## config.mk

```make
export PLATFORM = sky130hd
export DESIGN_NAME = node_requant
export DESIGN_NICKNAME = d
export VERILOG_FILES = /design/src/rtl/nn_pkg.sv /design/src/rtl/node_requant_lane.sv /design/src/rtl/node_requant.sv
export SDC_FILE = /design/constraint.sdc
export NUM_CORES = 1
export LEC_CHECK = 0
export CAP_MARGIN = 20
export CORE_ASPECT_RATIO = 0.9
export CORE_MARGIN = 2
export CORE_UTILIZATION = 45
export DETAILED_ROUTE_END_ITERATION = 16
export GPL_TIMING_DRIVEN = 0
export PLACE_DENSITY = 0.69
export RECOVER_POWER = 25
export REMOVE_ABC_BUFFERS = 1
export SETUP_SLACK_MARGIN = 0.3
export SYNTH_ARGS = -nofsm -noshare
export SYNTH_HDL_FRONTEND = slang
export SYNTH_SLANG_ARGS = --single-unit
export TNS_END_PERCENT = 30
```

## constraint.sdc

```tcl
create_clock -name clk -period 11.2 [get_ports clk]
set_clock_uncertainty 0.05 [all_clocks]
set_input_delay 1.12 -clock clk [delete_from_list [all_inputs] [get_ports clk]]
set_output_delay 1.12 -clock clk [all_outputs]
set_load 0.05 [all_outputs]
```

## src/rtl/nn_pkg.sv

```systemverilog
// Shared definitions for the node requantization stage: FSM states, activation
// selects and the reference round/shift/saturate helper.
package nn_pkg;

  typedef enum logic [1:0] {IDLE, RUN, DRAIN} state_t;

  localparam int unsigned ACT_NONE = 0;
  localparam int unsigned ACT_RELU = 1;

  // Round half up by 'shift' fraction bits, then clip to a signed 'width'-bit range.
  function automatic logic signed [63:0] sat_round(input logic signed [63:0] acc,
                                                   input int unsigned shift,
                                                   input int unsigned width);
    logic signed [63:0] t;
    logic signed [63:0] hi;
    logic signed [63:0] lo;
    t = acc;
    if (shift != 0) t = (t + (64'sd1 <<< (shift - 1))) >>> shift;
    hi = (64'sd1 <<< (width - 1)) - 64'sd1;
    lo = -(64'sd1 <<< (width - 1));
    if (t > hi) t = hi;
    else if (t < lo) t = lo;
    return t;
  endfunction

endpackage

```

## src/rtl/node_requant_lane.sv

```systemverilog
// requant_lane: two-stage round/shift then saturate/activate pipe for one lane.
// Optional clip flag exported when NODE_REQUANT_SAT_CNT_EN is defined.
module requant_lane
  import nn_pkg::*;
#(
  parameter int unsigned ACC_WIDTH = 26,
  parameter int unsigned ACC_FRAC  = 21,
  parameter int unsigned WIDTH     = 16,
  parameter int unsigned FRACTION  = 14,
  parameter int unsigned ACT       = 1
) (
  input  logic                        clk,
  input  logic                        rst_n,
  input  logic                        valid,
  input  logic signed [ACC_WIDTH-1:0] acc,
  output logic                        res_valid,
  output logic signed [WIDTH-1:0]     res_c
`ifdef NODE_REQUANT_SAT_CNT_EN
  , output logic                      sat_c
`endif
);

  localparam int unsigned TW    = ACC_WIDTH + 1;
  localparam int unsigned SHIFT = ACC_FRAC - FRACTION;
  localparam logic signed [TW-1:0] RND =
    (SHIFT == 0) ? '0 : TW'(1) << ((SHIFT == 0) ? 0 : SHIFT - 1);

  if (ACC_FRAC < FRACTION) begin : g_bad_frac
    $error("requant_lane: ACC_FRAC must be >= FRACTION");
  end

  logic signed [TW-1:0]    t1;
  logic signed [WIDTH-1:0] clipped;

  // Stage 1: add the half-LSB term in the widened domain, then drop fraction bits.
  always_ff @(posedge clk) begin
    if (!rst_n) begin
      res_valid <= 1'b0;
      t1        <= '0;
    end else begin
      res_valid <= valid;
      if (valid) t1 <= (TW'(acc) + RND) >>> SHIFT;
    end
  end

  // Stage 2: saturate to the output range, then apply the activation.
  always_comb begin
    clipped = WIDTH'(sat_round(64'(t1), 0, WIDTH));
    res_c   = clipped;
    if (ACT == ACT_RELU && clipped[WIDTH-1]) res_c = '0;
  end

`ifdef NODE_REQUANT_SAT_CNT_EN
  assign sat_c = (TW'(clipped) != t1);
`endif

endmodule

```

## src/rtl/node_requant.sv

```systemverilog
// node_requant: captures NODE_NUM accumulators, requantizes one lane per cycle
// and publishes the packed vector at once. NODE_REQUANT_SAT_CNT_EN adds sat_cnt.
module node_requant
  import nn_pkg::*;
#(
  parameter int unsigned NODE_NUM  = 2,
  parameter int unsigned ACC_WIDTH = 26,
  parameter int unsigned ACC_FRAC  = 21,
  parameter int unsigned WIDTH     = 16,
  parameter int unsigned FRACTION  = 14,
  parameter int unsigned ACT       = 1
) (
  input  logic                          clk,
  input  logic                          rst_n,
  input  logic                          in_ready,
  input  logic [ACC_WIDTH*NODE_NUM-1:0] acc_in,
  output logic [WIDTH*NODE_NUM-1:0]     out,
  output logic                          out_ready,
  output logic                          busy,
  output logic                          drop_err
`ifdef NODE_REQUANT_SAT_CNT_EN
  , output logic [15:0]                 sat_cnt
`endif
);

  localparam int unsigned CW = (NODE_NUM > 1) ? $clog2(NODE_NUM) : 1;

  state_t state;
  state_t state_next;
  logic   capture;
  logic   issue;
  logic   finish;

  logic [CW-1:0]              cnt;
  logic [CW-1:0]              idx1;
  logic signed [ACC_WIDTH-1:0] hold [NODE_NUM];
  logic signed [WIDTH-1:0]     shadow [NODE_NUM];
  logic signed [WIDTH-1:0]     shadow_next [NODE_NUM];
  logic [WIDTH*NODE_NUM-1:0]   out_next;

  logic                    lane_valid;
  logic signed [WIDTH-1:0] lane_res;
`ifdef NODE_REQUANT_SAT_CNT_EN
  logic                    lane_sat;
`endif

  always_ff @(posedge clk) begin
    if (!rst_n) state <= IDLE;
    else        state <= state_next;
  end

  always_comb begin
    state_next = state;
    capture    = 1'b0;
    issue      = 1'b0;
    finish     = 1'b0;
    case (state)
      IDLE: begin
        if (in_ready) begin
          capture    = 1'b1;
          state_next = RUN;
        end
      end
      RUN: begin
        issue = 1'b1;
        if (cnt == CW'(NODE_NUM - 1)) state_next = DRAIN;
      end
      DRAIN: begin
        finish     = 1'b1;
        state_next = IDLE;
      end
      default: state_next = IDLE;
    endcase
  end

  requant_lane #(
    .ACC_WIDTH(ACC_WIDTH),
    .ACC_FRAC (ACC_FRAC),
    .WIDTH    (WIDTH),
    .FRACTION (FRACTION),
    .ACT      (ACT)
  ) u_lane (
    .clk      (clk),
    .rst_n    (rst_n),
    .valid    (issue),
    .acc      (hold[cnt]),
    .res_valid(lane_valid),
    .res_c    (lane_res)
`ifdef NODE_REQUANT_SAT_CNT_EN
    , .sat_c  (lane_sat)
`endif
  );

  // The final lane lands in the same edge that publishes the vector, so merge it here.
  always_comb begin
    out_next = '0;
    for (int k = 0; k < NODE_NUM; k++) shadow_next[k] = shadow[k];
    if (lane_valid) shadow_next[idx1] = lane_res;
    for (int k = 0; k < NODE_NUM; k++) out_next[k*WIDTH +: WIDTH] = shadow_next[k];
  end

  always_ff @(posedge clk) begin
    if (!rst_n) begin
      cnt       <= '0;
      idx1      <= '0;
      busy      <= 1'b0;
      drop_err  <= 1'b0;
      out       <= '0;
      out_ready <= 1'b0;
      for (int k = 0; k < NODE_NUM; k++) begin
        hold[k]   <= '0;
        shadow[k] <= '0;
      end
    end else begin
      out_ready <= finish;
      if (in_ready && busy) drop_err <= 1'b1;
      if (capture) begin
        busy <= 1'b1;
        cnt  <= '0;
        for (int k = 0; k < NODE_NUM; k++) hold[k] <= acc_in[k*ACC_WIDTH +: ACC_WIDTH];
      end
      if (issue) begin
        idx1 <= cnt;
        cnt  <= CW'(cnt + 1'b1);
      end
      for (int k = 0; k < NODE_NUM; k++) shadow[k] <= shadow_next[k];
      if (finish) begin
        out  <= out_next;
        busy <= 1'b0;
      end
    end
  end

`ifdef NODE_REQUANT_SAT_CNT_EN
  // Clip events counted at stage 2, holding at full scale.
  always_ff @(posedge clk) begin
    if (!rst_n) sat_cnt <= '0;
    else if (lane_valid && lane_sat && sat_cnt != 16'hFFFF) sat_cnt <= sat_cnt + 16'd1;
  end
`endif

endmodule

```

=== After elaboration in Yosys (flattened, before gate mapping) ===
Memories as Yosys holds them, arrays and structs flattened. A register that Yosys moved wholly into a read port is not among the register bits.
Cells that the tools add are included.

* Flip-flop bits (word level): 60
* Bits in writable memories: 84
* Input bits: 55
* Output and inout port bits: 35
* Logic and storage cells: 60
* Memories kept: 2

* Add/subtract/negate cells: 2
* Magnitude comparators: 4
* Equal/unequal tests: 4
* Multiplexer cells: 27
* Bitwise logic cells: 6
* Reductions and logical operators: 6

{| class="wikitable"
|+ Memories
! memory !! depth !! width !! read ports !! clocked after memory_dff !! wr ports !! RTL line !! source
|-
| hold || 2 || 26 || 1 || 1 || 2 || node_requant.sv:36 || <nowiki>logic signed [ACC_WIDTH-1:0] hold [NODE_NUM];</nowiki>
|-
| shadow || 2 || 16 || 2 || 0 || 2 || node_requant.sv:37 || <nowiki>logic signed [WIDTH-1:0] shadow [NODE_NUM];</nowiki>
|}

{| class="wikitable"
|+ Operators by type and width
! cell !! count
|-
| $mux W16 || 5
|-
| $mux W26 || 2
|-
| $bwmux W32 || 1
|-
| $mux W32 || 1
|-
| $add A26 B8 Y27 const B || 1
|-
| $gt A20 B16 Y1 const B || 1
|-
| $lt A20 B16 Y1 const B || 1
|-
| $demux W16 S1 || 1
|-
| $mux W15 || 1
|-
| $mux W1 || 13
|-
| $mux W2 || 2
|-
| $ne A2 B2 Y1 const B || 2
|-
| $or A1 B1 Y1 || 4
|-
| $pmux W2 S2 || 1
|-
| $eq A2 B1 Y1 const B || 1
|-
| $eq A2 B2 Y1 const B || 1
|-
| $ge A2 B2 Y1 const B || 1
|-
| $logic_and A1 B1 Y1 || 2
|-
| $logic_not A2 Y1 || 1
|-
| $lt A2 B1 Y1 const B || 1
|-
| $not A1 Y2 || 1
|-
| $reduce_and A2 Y1 || 1
|-
| $reduce_bool A2 Y1 || 1
|-
| $reduce_or A2 Y1 || 1
|-
| other kinds (2) || 2
|}

=== Depth between registers and ports, before layout ===
* Depth in word-level cells: 8
* Depth in mapped cells: 10
* Gate-level depth less buffers: 7

=== Hierarchy ===
A second synthesis with hierarchy kept.

* Cells, all modules: 493
* Area total of the unflattened synthesis: 5904.4 µm²

{| class="wikitable"
|+ Modules (own cells, without submodules)
! module !! times used !! cells an instance !! area an instance (µm²) !! sequential area each (µm²)
|-
| node_requant || 1 || 344 || 4710.8 || 3002.9
|-
| requant_lane || 1 || 149 || 1193.6 || 420.4
|}

=== Worst setup path before layout ===
OpenSTA, ideal clock, no wires.

* Path kind: input to register
* Start point: input in_ready
* End point: memory hold[0][10] (enable)
* Setup time: 0.493 ns
* Data arrival time: 4.022 ns
* Data required time: 10.657 ns
* Setup slack: 6.635 ns
* Cell stages on the path: 2
* Buffers on the path: 0
* Cells stage by stage: nand2_1 o21ai_0

{| class="wikitable"
|+ RTL lines
! element !! RTL line !! source
|-
| from (decl) || node_requant.sv:15 || <nowiki>input logic in_ready,</nowiki>
|-
| to (decl) || node_requant.sv:36 ||
|}

==> reports/qor_table.md <==
| Metric | This run |
| --- | --- |
| Distinct cell type count of the synthesized netlist | 42 |
| Vias per cell | 5.17 |
| DRC violations left | 0 |
| Fin. max-slew vios | 34 |
| Core box area | 11,500 um^2 |
| Total number of H-tree levels | 4 |
| Leakage | 2.44 nW |
| Global Route Usage Sum | 0.183 |
| Startpoint of the tightest hold check path | out[1]$_SDFFE_PN0P_ |
| Number of nets in the layout | 651 |
| EDFF count, synth | 40 |
| Classification of the worst-slack hold path | flop to flop |
| Num Clock Sinks | 133 |
| Total design power | 1.22 mW |
| Category of the worst setup path capture point | flop |
| DP Wirelength | 7.54 mm |
| Switching fraction of total power | 0.235 |
| Number of antenna-violating nets in the routed design | 0 |
| Largest net degree at the start of global routing | 42 |
| Count of hold-fix buffers inserted at cts | 0 |
| Slew of the pin with the lowest slew margin | 1.69 ns |
| Count of cells along the worst register-to-register path | 5 |
| Ant. Diodes | 0 |
| Worst Hold Endpoint | out[1]$_SDFFE_PN0P_ |
| Fin crit period | 4.23 ns |
| Synthesized cell area | 5320 um^2 |
| Drt total wl | 10.9 mm |
| Top cell type by total area after synthesis | sky130_fd_sc_hd__dfxtp_1 |
| Commonest register cell after synthesis | sky130_fd_sc_hd__dfxtp_1 |
| Maximum fanout count along the critical path | 33 |
| Design internal power | 0.935 mW |
| Yosys synthesis warning count | 0 |
| I/O Pins | 90 |
| Most area-consuming cells after synthesis | sky130_fd_sc_hd__dfxtp_1 (35%), sky130_fd_sc_hd__edfxtp_1 (23%), sky130_fd_sc_hd__and2_1 (4.7%) |
| Cell Rows | 37 |
| Part of the power in combinational logic | 0.096 |
| Post-synthesis sequential element count | 133 |
| Floorplan die area | 12,700 um^2 |
| Pwr per Cell Area | 179 nW/um^2 |
| Worst setup slack for register-to-register paths | 8.09 ns |
| Count of max-cap constraint violations | 1 |
| Switching Power | 0.288 mW |
| Required time of the critical path | 11.05 ns |
| CTS tree | yes |
| Relative slew slack | -0.129 |
| Destination of the worst register-to-register timing path | u_lane.t1[18]$_SDFFE_PN0P_ |
| DRT iter0 DRCs | 213 |
| Synthesized area per cell | 10.1 um^2 |
| Number of global-route vias before repair | 4,056 |
| Gate Count Post-Synth | 526 |
| Hold Violations, Final | 0 |
| Most instantiated library cell after synthesis | sky130_fd_sc_hd__dfxtp_1 |
| Reg power frac | 0.450 |
| Remaining global-route overflow | 0 |
| CP Launch Type | input port |
| Number of buffers on the longest clock path | 2 |
| Top cell type's share of synthesized area | 0.350 |
| Run status | complete, but fails checks |
| Number of vias after detailed routing | 3,950 |
| Violated checks | max-capacitance violations, max-slew violations |
| Post-CTS sizing | 0 |
| Post-synthesis sequential area ratio | 0.575 |
| Wire length of the first global-routing pass | 18.6 mm |
| Proportion of layout cells with a drive suffix above 1 | 0.0757 |
| Die span in y | 107 um |
| Synth async-reset ratio | 0 |
| Placer Congestion | 0.795 |
| Part of the cycle the worst path needs | 0.378 |
| Clock-pin slew on the worst setup and hold paths | 0.05 ns |
| Synth cell count leaders | sky130_fd_sc_hd__dfxtp_1 (93), sky130_fd_sc_hd__nand2_1 (56), sky130_fd_sc_hd__o21ai_0 (48) |
| Signed area change from the synthesized netlist to the final layout | 28.7% |
| Data arrival at the endpoint of the critical path | 4.08 ns |
| WL/cell | 14.3 um |
| Number of setup buffers added after CTS | 0 |
| Die X-Extent | 119 um |
| CP Class | input port to flop |
| Number of detailed-routing iterations run before antenna repair | 4 |
| Effective utilization at floorplan | 0.464 |
| Maximum operating frequency | 236 MHz |
| Setup Viol. Count Final | 0 |
| Maximum resistive drop on vdd | 0.118 mV |
| Depth of the worst hold-timing path | 2 |
| Number of buffers created by CTS | 17 |
| Buffers on Ports | 77 |
| Setup repair after global routing missed its margin | no |
| Final TNS setup | 0 ns |
| Clk Latency, worst-skew pair | 0.40 ns |
| Number of antenna violations at the first check in global routing | 0 |
| Clock tree root buffer cell | sky130_fd_sc_hd__clkbuf_16 |
| Clk pwr share | 0.454 |
metrics by stage:
step,worst slack (ns),area (um^2),std cells,hold WS [ns],utilization
after floorplan,6.64,5180,492,0.367,-
after global placement,5.24,6150,725,0.384,0.536
after detailed placement,7.50,6240,730,0.394,0.544
after CTS,7.92,6850,762,0.407,0.596
after global routing,6.62,6850,764,0.440,0.597
final,6.97,6850,764,0.402,0.597
cell families (layout without fill, tap and decap cells):
logic type,Yosys count,count (layout),synth area share
AO/OA/AOI/OAI,122,122,0.142
multiplexers,19,19,0.0367
adder cells (fa/ha/maj),1,1,0.00235
AND/OR/NAND/NOR,201,201,0.196
buffers and inverters,38,120,0.0287
flip-flops,133,133,0.575
XOR/XNOR,12,12,0.0197
critical path, cell delays in order:
cell and delay [ns]:
sky130_fd_sc_hd__dlygate4sd3_1 0.96, sky130_fd_sc_hd__clkbuf_1 0.62, sky130_fd_sc_hd__o21ai_0 0.57, sky130_fd_sc_hd__clkbuf_1 0.79
cells in the final DEF, fill, tap and decap left out, types with 3 or more instances in the layout:
cell type                         netlist  final
sky130_fd_sc_hd__mux2_2                 4      4
sky130_fd_sc_hd__and2_1                40     40
sky130_fd_sc_hd__mux2i_1               15     15
sky130_fd_sc_hd__xor2_1                 4      4
sky130_fd_sc_hd__clkbuf_16              0     18
sky130_fd_sc_hd__nand2_1               56     56
sky130_fd_sc_hd__a22o_1                 3      3
sky130_fd_sc_hd__a21oi_1               37     37
sky130_fd_sc_hd__o21ai_0               48     48
sky130_fd_sc_hd__nand4_1                7      7
sky130_fd_sc_hd__nor2_1                34     34
sky130_fd_sc_hd__nor2b_1               35     35
sky130_fd_sc_hd__clkdlybuf4s50_1        0     75
sky130_fd_sc_hd__nand3_1               11     11
sky130_fd_sc_hd__and3_1                 4      4
sky130_fd_sc_hd__edfxtp_1              40     40
sky130_fd_sc_hd__nand4b_1               6      6
sky130_fd_sc_hd__a32o_1                 5      5
sky130_fd_sc_hd__clkbuf_1              27      4
sky130_fd_sc_hd__dfxtp_1               93     92
sky130_fd_sc_hd__clkinvlp_4             0      3
sky130_fd_sc_hd__xnor2_1                8      8
sky130_fd_sc_hd__inv_1                  4      4
sky130_fd_sc_hd__o41ai_1               15     15
sequential cells by signal, indices dropped and copies added, names as in the netlist, named ones only:
signal	cells
cnt	1
out_ready	1
u_lane.res_valid	1
shadow	32
busy	1
idx1	1
state	2
drop_err	1
hold	40
out	32
u_lane.t1	20
cell type report:
cell class / count / area (um^2)
timing repair buffer: 84 / 855
multi-input combinational: 355 / 2120
sequential: 133 / 3060
inverter: 4 / 15.0
tap: 156 / 195
clock inverter: 10 / 120
fill: 1019 / 4630
clock buffer: 22 / 485
power groups by stage:
stage,logic (mW),registers [mW],clock network (mW)
final,0.118,0.551,0.555
after global routing,0.132,0.555,0.587
after CTS,0.121,0.550,0.565
after detailed placement,0.120,0.559,0
after global placement,0.113,0.559,0
after floorplan,0.0728,0.557,0
worst max path at each step:
stage / startpoint / end / cells after the start
6_report: rst_n / hold[1][7]$_SDFFCE_PN0P_ / 4
5_1_grt: rst_n / hold[0][7]$_SDFFCE_PN0P_ / 4
4_1_cts: rst_n / out[15]$_SDFFE_PN0P_ / 5
3_5_place_dp: rst_n / out[15]$_SDFFE_PN0P_ / 5
3_3_place_gp: in_ready / hold[1][12]$_SDFFCE_PN0P_ / 3
2_1_floorplan: in_ready / hold[0][10]$_SDFFCE_PN0P_ / 2
layer usage:
metal  vias to the layer above  global-route usage  wire, um
met5                         -                   0         0
met4                         0              0.0629        72
met3                         8              0.0500       450
met2                        77               0.318      5490
met1                      1872               0.218      4890
li1                       1993                   -         -
Power figures use the tool's default switching activity.
